==> src/rtl/branch_seq_ctrl.sv <==
// Control sequencer for one conditional-branch instruction: fetch (T0..T2),
// opcode check and condition evaluation (T3), PC+offset computation (T4..T6).
module branch_seq_ctrl #(
  parameter logic [4:0]  BR_OPCODE   = 5'b10010,
  parameter int unsigned MEM_TIMEOUT = 15
) (
  input  logic        clk,
  input  logic        reset,
  input  logic        start,
  input  logic [31:0] ir,
  input  logic        con_out,
  input  logic        mem_ready,
  output logic [14:0] ctrl,
  output logic [1:0]  c2,
  output logic        busy,
  output logic        done,
  output logic [2:0]  status
);

  localparam int unsigned CW = (MEM_TIMEOUT < 2) ? 1 : $clog2(MEM_TIMEOUT + 1);

  localparam int unsigned PC_OUT    = 0;
  localparam int unsigned MAR_IN    = 1;
  localparam int unsigned INC_PC    = 2;
  localparam int unsigned Z_IN      = 3;
  localparam int unsigned Z_LO_OUT  = 4;
  localparam int unsigned PC_IN     = 5;
  localparam int unsigned READ      = 6;
  localparam int unsigned MDR_IN    = 7;
  localparam int unsigned MDR_OUT   = 8;
  localparam int unsigned IR_IN     = 9;
  localparam int unsigned GRA       = 10;
  localparam int unsigned R_OUT     = 11;
  localparam int unsigned CON_IN    = 12;
  localparam int unsigned Y_IN      = 13;
  localparam int unsigned C_OUT_ADD = 14;

  typedef enum logic [3:0] {
    S_IDLE, S_T0, S_T1, S_T2, S_T3, S_T4, S_T5, S_T6, S_DONE
  } state_t;

  state_t        state, state_nxt;
  logic [CW-1:0] wait_cnt;
  logic          op_ok;
  logic          t1_timeout;
  logic          ir_unused;

  assign op_ok      = (ir[31:27] == BR_OPCODE);
  assign t1_timeout = (state == S_T1) && !mem_ready && (wait_cnt == CW'(MEM_TIMEOUT - 1));
  assign ir_unused  = ^{ir[26:21], ir[18:0]};

  always_ff @(posedge clk) begin
    if (reset) state <= S_IDLE;
    else        state <= state_nxt;
  end

  // Counter only runs while parked in T1, so it is implicitly cleared on entry.
  always_ff @(posedge clk) begin
    if (reset || state != S_T1) wait_cnt <= '0;
    else if (!mem_ready)        wait_cnt <= wait_cnt + 1'b1;
  end

  always_ff @(posedge clk) begin
    if (reset) begin
      status <= '0;
    end else begin
      case (state)
        S_IDLE: if (start) status <= '0;
        S_T1:   if (t1_timeout) status[2] <= 1'b1;
        S_T3:   if (!op_ok) status[1] <= 1'b1;
        S_T6:   status[0] <= con_out;
        default: ;
      endcase
    end
  end

  always_comb begin
    state_nxt = state;
    case (state)
      S_IDLE: if (start) state_nxt = S_T0;
      S_T0:   state_nxt = S_T1;
      S_T1: begin
        if (mem_ready)       state_nxt = S_T2;
        else if (t1_timeout) state_nxt = S_DONE;
      end
      S_T2:   state_nxt = S_T3;
      S_T3:   state_nxt = op_ok ? S_T4 : S_DONE;
      S_T4:   state_nxt = S_T5;
      S_T5:   state_nxt = S_T6;
      S_T6:   state_nxt = S_DONE;
      S_DONE: state_nxt = S_IDLE;
      default: state_nxt = S_IDLE;
    endcase
  end

  always_comb begin
    ctrl = '0;
    case (state)
      S_T0: begin
        ctrl[PC_OUT] = 1'b1;
        ctrl[MAR_IN] = 1'b1;
        ctrl[INC_PC] = 1'b1;
        ctrl[Z_IN]   = 1'b1;
      end
      S_T1: begin
        // PC load happens only on the first T1 cycle; waits must not reload it.
        ctrl[Z_LO_OUT] = (wait_cnt == '0);
        ctrl[PC_IN]    = (wait_cnt == '0);
        ctrl[READ]     = 1'b1;
        ctrl[MDR_IN]   = mem_ready;
      end
      S_T2: begin
        ctrl[MDR_OUT] = 1'b1;
        ctrl[IR_IN]   = 1'b1;
      end
      S_T3: begin
        ctrl[GRA]    = op_ok;
        ctrl[R_OUT]  = op_ok;
        ctrl[CON_IN] = op_ok;
      end
      S_T4: begin
        ctrl[PC_OUT] = 1'b1;
        ctrl[Y_IN]   = 1'b1;
      end
      S_T5: begin
        ctrl[C_OUT_ADD] = 1'b1;
        ctrl[Z_IN]      = 1'b1;
      end
      S_T6: begin
        ctrl[Z_LO_OUT] = 1'b1;
        ctrl[PC_IN]    = con_out;
      end
      default: ;
    endcase
  end

  assign c2   = ir[20:19];
  assign busy = (state != S_IDLE);
  assign done = (state == S_DONE);

endmodule
==> config.mk <==
export PLATFORM = sky130hd
export DESIGN_NAME = branch_seq_ctrl
export DESIGN_NICKNAME = d
export VERILOG_FILES = /design/src/rtl/branch_seq_ctrl.sv
export SDC_FILE = /design/constraint.sdc
export NUM_CORES = 1
export LEC_CHECK = 0
export CORE_MARGIN = 5
export CORE_UTILIZATION = 35
export CTS_CLUSTER_SIZE = 8
export DETAILED_ROUTE_END_ITERATION = 7
export PLACE_DENSITY = 0.83
export SYNTH_ARGS = -nofsm -noshare
export SYNTH_HDL_FRONTEND = slang
export SYNTH_SLANG_ARGS = --single-unit
==> constraint.sdc <==
create_clock -name clk -period 2.01 [get_ports clk]
set_input_delay 0.3015 -clock clk [delete_from_list [all_inputs] [get_ports clk]]
set_output_delay 0.3015 -clock clk [all_outputs]
set_load 0.03 [all_outputs]
== Word level (Yosys, flattened, before mapping) ==
Index checks and enable logic that the tools add are counted.
Widths: inputs -> output; s select.
Cells by class
  equal/unequal tests: 15
  muxes and demuxes: 20
  reduce and logical (&&, ||, !) cells: 16
  $add $sub $neg: 1
Operators with widths (count)
  $pmux 4 s8: 1
  $eq 4x3->1 const B: 4
  $mux 4: 4
  $eq 4x2->1 const B: 2
  $eq 4x4->1 const B: 2
  $logic_not 4->1: 2
  $mux 1: 6
  $mux 2: 3
  $mux 3: 2
  $ne 2x2->1 const B: 3
  $pmux 1 s2: 3
  $reduce_and 3->1: 2
  $reduce_bool 2->1: 3
  $eq 5x5->1 const B: 1
  $add 4x1->4 const B: 1
  $eq 4x1->1 const B: 1
  $ne 4x2->1 const B: 1
  $pmux 2 s2: 1
  $reduce_and 2->1: 2
  $reduce_bool 4->1: 1
  $reduce_or 2->1: 2
  $ne 3x3->1 const B: 1
  $logic_and 1x1->1: 2
  $logic_not 1->1: 1
  $logic_or 1x1->1: 1
Storage, ports and cells
  bits in registers: 11
  input port bits: 37

== Longest topological paths before layout ==
  word-level depth: 6
  mapped depth: 5

== Worst setup path after synthesis ==
OpenSTA, ideal clock, no wires.
  path kind: input to output
  start point: in ir[27]
  end point: out ctrl[11]
  slack: -346 ps
  data required time: 1709 ps
  arrival: 2054 ps
  buffers on the path: 1
  cell stages on the path: 4
  cell sequence: nor4b_2 > nand2_1 > nor4_1 > buf_4
On the way
  longest elaborated chain between the ends: 2
Ends and longest elaborated chain
  start: declaration: RTL line 10  | input logic [31:0] ir,
  $eq 5x5->1: RTL line 48  | assign op_ok = (ir[31:27] == BR_OPCODE);
  $mux 3: RTL line 98  | case (state)
  end: declaration: RTL line 13  | output logic [14:0] ctrl,
No other way between the ends.

== Worst setup path in the final report ==
  start point: reg state[3]
  end point: out ctrl[12]
On the way
  longest elaborated chain between the ends: 2
Ends and longest elaborated chain
  start: declaration: RTL line 42  | state_t state, state_nxt;
  start signal: assignment: RTL line 54  | else state <= state_nxt;
  $eq 4x3->1: RTL line 98
  $mux 3: RTL line 98
No other way between the ends.

==> results_dict.tcl <==
set metrics [dict create \
    finalPower_mw 0.6302 \
    synthTopCellsByCount "18 x nor2_1, 11 x dfxtp_1, 7 x nand2_1, 6 x buf_4" \
    drc 0 \
    dr.pass1.iters 4 \
    netlist_instances 92 \
    worstMarginPinSlew_ps 338.6 \
    slew_headroom_pct 77.40 \
    postRouteAntennaNets 0 \
    io_pins 59 \
    worst-endpoint-arrival_ps 1560 \
    fin_crit_ps 1864 \
    synth_fp_nets 132 \
    netlist.area_leader.share_pct 30.09 \
    drive_gt1_share_pct 20.16 \
    rsz0062_at_grt "false" \
    slew_violations 0 \
    synthTopCellsByArea "dfxtp_1 30%, nor2_1 9.2%, buf_4 6.2%" \
    ys_seq_area_share_pct 30.09 \
    root_buffer "clkbuf_4" \
    outcome "finished, final reports clean" \
    rows 16 \
    power.leakage_nw 0.4681 \
    drt_iter0_markers 22 \
    dieHeight_um 55.73 \
    post_cts_buffers 0 \
    drt-total-wl_mm 1.978 \
    vias 752 \
    n_antenna_cell 0 \
    setup_viol_count_final 0 \
    vias_per_cell 4.980 \
    synth.most_common_cell "nor2_1" \
    ys_seq_elements 11 \
    cts_tree "built" \
    gp_congestion 0.8418 \
    wl_per_cell_um 13.10 \
    min_path_type "register to register" \
    clk_path_buf_depth 2 \
    skew_ps 1.771 \
    async_flop_share_pct 0 \
    fin_nets 165 \
    syn_to_final_growth_pct 44.96 \
    finalSetupTns_ps 0 \
    grt_pass1_wl_mm 3.339 \
    netlist_area_um2 732.0 \
    htree_num_levels 1 \
    syn_area_per_cell_um2 7.956 \
    grt_max_degree 12 \
    synth.distinct_cells 36 \
    crit_required_ps 1710 \
    cts_made_buffers 3 \
    irDropWorstVdd_uv 234.8 \
    criticalPathCategory "register to output port" \
    clk_latency_ps 270 \
    crit_path_start_kind "register" \
    grt_overflow 0 \
    hpwl_mm 1.546 \
    path_clk_slew_ps 80 \
    grt_use_total_pct 13.44 \
    fill_cells 192 \
    die_w_um 55.73 \
    stdcell_area_um2 1061 \
    io_buffers 29 \
    placed_cell_area_um2 1045 \
    fin_ws_ps 145.6 \
    synth_warnings 0 \
    dieArea_um2 3106 \
    start_util_pct 36.93 \
    synth.largest_area_cell "dfxtp_1" \
    fin_crit_sh_pct 92.76 \
    hold_violations 0 \
    synth_edf_count 0 \
    coreArea_um2 1982 \
    cts.sinks 11 \
    pre_cts_slack_ps 31.94 \
    end_kind "output port" \
    max_cap_violations 0 \
    critical_path_peak_fanout 9 \
    max_freq_mhz 536.4 \
    power_density_nw_per_um2 593.9 \
    grt_pass1_vias 726 \
    holdWs_ps 469.3 \
    synthFlopType "dfxtp_1" \
    antenna_found_initial 0 \
]
flip-flops by register name, indices dropped and copies added (netlist names):
signal / flops
wait_cnt: 4
state: 4
status: 3
metal layers:
metal | routed length, µm | up-vias | part of all wire (%) | GRT usage (%)
met5 | 0 | - | 0 | 0
met4 | 30 | 0 | 1.5 | 6.597
met3 | 76 | 4 | 3.8 | 2.784
met2 | 1058 | 14 | 53 | 23.82
met1 | 813 | 358 | 41 | 15.08
li1 | - | 376 | - | -
final cells by class:
cell class	instances	area [µm²]	area share (%)
Multi-Input combinational cell	68	436.7	41.16
Sequential cell	11	224.0	21.11
Clock buffer	4	26.28	2.476
Timing Repair Buffer	38	329.1	31.01
Inverter	3	11.26	1.061
Tap cell	27	33.78	3.184
worst paths after layout:
| check | from | endpoint | slack, ps | cells past startpoint |
|---|---|---|---|---|
| hold reg to reg | status[2] | status[2] | 470 | 2 |
| hold / removal | status[2] | status[2] | 470 | 2 |
| setup / recovery | state[3] | ctrl[12] | 150 | 3 |
| setup reg to reg | state[1] | state[0] | 510 | 5 |
critical path, cell delays in order (launching register included):
cell and delay, ps:
dfxtp_1 410, nand2b_1 300, nor4_2 350, buf_4 230
timing repair:
item,4_1_cts,5_1_grt
gates resized for setup,13,1
endpoints found under the setup margin,11,2
hold buffers,0,0
stage by stage:
step / std cells / utilization, %
CTS: 151 / 53.47
global placement: 147 / 52.71
detailed placement: 147 / 52.71
finish: 151 / 53.54
floorplan: 92 / -
global route: 151 / 53.54
placed cells by master, fill, tap and decap left out, types with 2 or more instances in the layout:
cell             count
dfxtp_1              8
o21ai_0              3
inv_1                3
clkbuf_4             3
nand2_1              7
nor2b_1              2
a21oi_1              4
dlygate4sd2_1       11
nand3_1              3
dfxtp_2              3
ha_1                 3
buf_4               15
nand2b_1             4
xor2_1               2
clkdlybuf4s50_1     12
nor3_1               2
nor2_1              18
kinds of logic (layout without fill, tap and decap cells):
group                      Yosys count  in the layout  share of synthesized area [%]
xor gates and xnor gates             3              3                          3.590
buffers and inverters               13             45                          11.11
muxes                                1              1                          1.368
DFF                                 11             11                          30.09
AOI/OAI and AO/OA                   14             14                          14.87
adders and majority gates            3              3                          5.129
and+or+nand+nor                     47             47                          33.85
power by group:
part	total, mW	internal, mW	leakage [nW]	switching, mW
sequential	0.246	0.228	0.0904	0.0180
combinational	0.225	0.0950	0.363	0.130
clock	0.159	0.0769	0.0150	0.0822
No activity file was read; power rests on OpenSTA's default activity.
==> patch, RTL diff (same flow settings) <==
The 9 states of `state_t` get a Gray code encoding in 4 bits.
--- a/src/rtl/branch_seq_ctrl.sv
+++ b/src/rtl/branch_seq_ctrl.sv
@@ -36,7 +36,7 @@
   localparam int unsigned C_OUT_ADD = 14;
 
   typedef enum logic [3:0] {
-    S_IDLE, S_T0, S_T1, S_T2, S_T3, S_T4, S_T5, S_T6, S_DONE
+    S_IDLE = 4'b0000, S_T0 = 4'b0001, S_T1 = 4'b0011, S_T2 = 4'b0010, S_T3 = 4'b0110, S_T4 = 4'b0111, S_T5 = 4'b0101, S_T6 = 4'b0100, S_DONE = 4'b1100
   } state_t;
 
   state_t        state, state_nxt;
Behaviour: no difference found for any inputs over 10 cycles, from zero or initial values and one cycle with reset high; not proved beyond that.
==> patch against the unedited design <==
  * Register-to-register slack improved by 0.03 ns
  * Setup slack got worse by 0.015 ns
  * Cell area fell by 6.3%
  * First-iteration DRC count did not move
  * Sequential cell count did not move
  * Via count rose by 1.3%
  * Wire length fell by 5.8%
  * Area after synthesis fell by 4.8%
  * Global-route usage fell by 0.43 points
  * Worst hold slack got worse by 0.0055 ns
  * Largest cell class unchanged
Power is not compared: it rests on default switching activity, and its combinational part moved more than twofold at a synthesized area within 25%.
==> patch: results (changes against the unedited design) <==
{| class="wikitable"
! Metric !! Value
|-
| Filler cells || 208 (was 192)
|-
| Area contributors post-synth || sky130_fd_sc_hd__dfxtp_1 32%, sky130_fd_sc_hd__nor2_1 8.6%, sky130_fd_sc_hd__buf_4 6.5% (was sky130_fd_sc_hd__dfxtp_1 30%, sky130_fd_sc_hd__nor2_1 9.2%, sky130_fd_sc_hd__buf_4 6.2%)
|-
| DR pass1 iterations || 6 (was 4)
|-
| Overall fraction of global-route tracks in use || 0.1301 (was 0.1344)
|-
| Startpoint of the worst register-to-register path || state[0] (was state[1])
|-
| Vias per inst || 5.114 (was 4.980)
|-
| Worst slew margin relative to its limit || 0.7743 (was 0.7740)
|-
| Vias post-DR || 762 (was 752)
|-
| Number of signal-net buffers in the layout || 34 (was 38)
|-
| Nets || 163 (was 165)
|-
| Data arrival time of the worst path || 1.58 ns (was 1.56 ns)
|-
| Layout cells sized above 1 || 0.1311 (was 0.2016)
|-
| Crit-path max cell delay || 0.36 ns (was 0.41 ns)
|-
| Multi-input logic area || 391.6 µm² (was 436.7 µm²)
|-
| Comb_multi_in || 69 (was 68)
|-
| Per-cell routed wire length || 12.51 µm (was 13.10 µm)
|-
| Synthesized Nets || 134 (was 132)
|-
| Maximum number of pins on one net before global-route repair || 11 (was 12)
|-
| Final GP Congestion || 0.7254 (was 0.8418)
|-
| Non-Clock Buffer Area Fraction || 0.3082 (was 0.3101)
|-
| Wire length of the first global-routing pass || 2891 µm (was 3339 µm)
|-
| Minimum setup slack after placement || 0.1475 ns (was 0.03194 ns)
|-
| Status || complete, no violations (unchanged)
|-
| Count of distinct cell types in the synthesized netlist || 30 (was 36)
|-
| Detail Placement HPWL || 1424 µm (was 1546 µm)
|-
| Placed Cells || 145 (was 147)
|-
| Count of non-CTS inverters in the layout || 4 (was 3)
|-
| Number of instances in the synthesized netlist || 94 (was 92)
|-
| Synth top cells by count || 16 x sky130_fd_sc_hd__nor2_1, 11 x sky130_fd_sc_hd__dfxtp_1, 10 x sky130_fd_sc_hd__nand2_1 (was 18 x sky130_fd_sc_hd__nor2_1, 11 x sky130_fd_sc_hd__dfxtp_1, 7 x sky130_fd_sc_hd__nand2_1)
|-
| Setup Skew || 0.0005919 ns (was 0.001771 ns)
|-
| FF+latch count || 11 (unchanged)
|-
| Total number of placement rows || 16 (unchanged)
|-
| Portion of the post-synthesis area used by sequential elements || 0.3160 (was 0.3009)
|-
| Startpoint of the worst hold path || status[1] (was status[2])
|}
==> patch: layer usage <==
layer / vias to the layer above / global-route usage / wire [µm]
met1: 361 / 0.1489 / 746
met3: 3 / 0.03815 / 173
li1: 367 / - / -
met2: 31 / 0.2224 / 924
met5: - / 0 / 0
met4: 0 / 0.05394 / 19
==> patch: what timing repair did <==
action | CTS | global route
hold endpoints to repair | 0 | 0
endpoints found under the setup margin | 10 | 5
gates resized for setup | 10 | 3
pin swaps | 0 | 0
==> patch: worst paths after layout <==
check | end | slack [ns]
setup / recovery | ctrl[4] | 0.13
hold / removal | status[1] | 0.46
setup reg to reg | state[2] | 0.54
hold reg to reg | status[1] | 0.46
==> patch: cell families after synthesis <==
family | synth area share
buf+inv | 0.1221
mux | 0.01436
simple gates | 0.3376
xor+xnor | 0.03771
compound gates | 0.1185
flops | 0.3160
fa+ha+maj | 0.05387
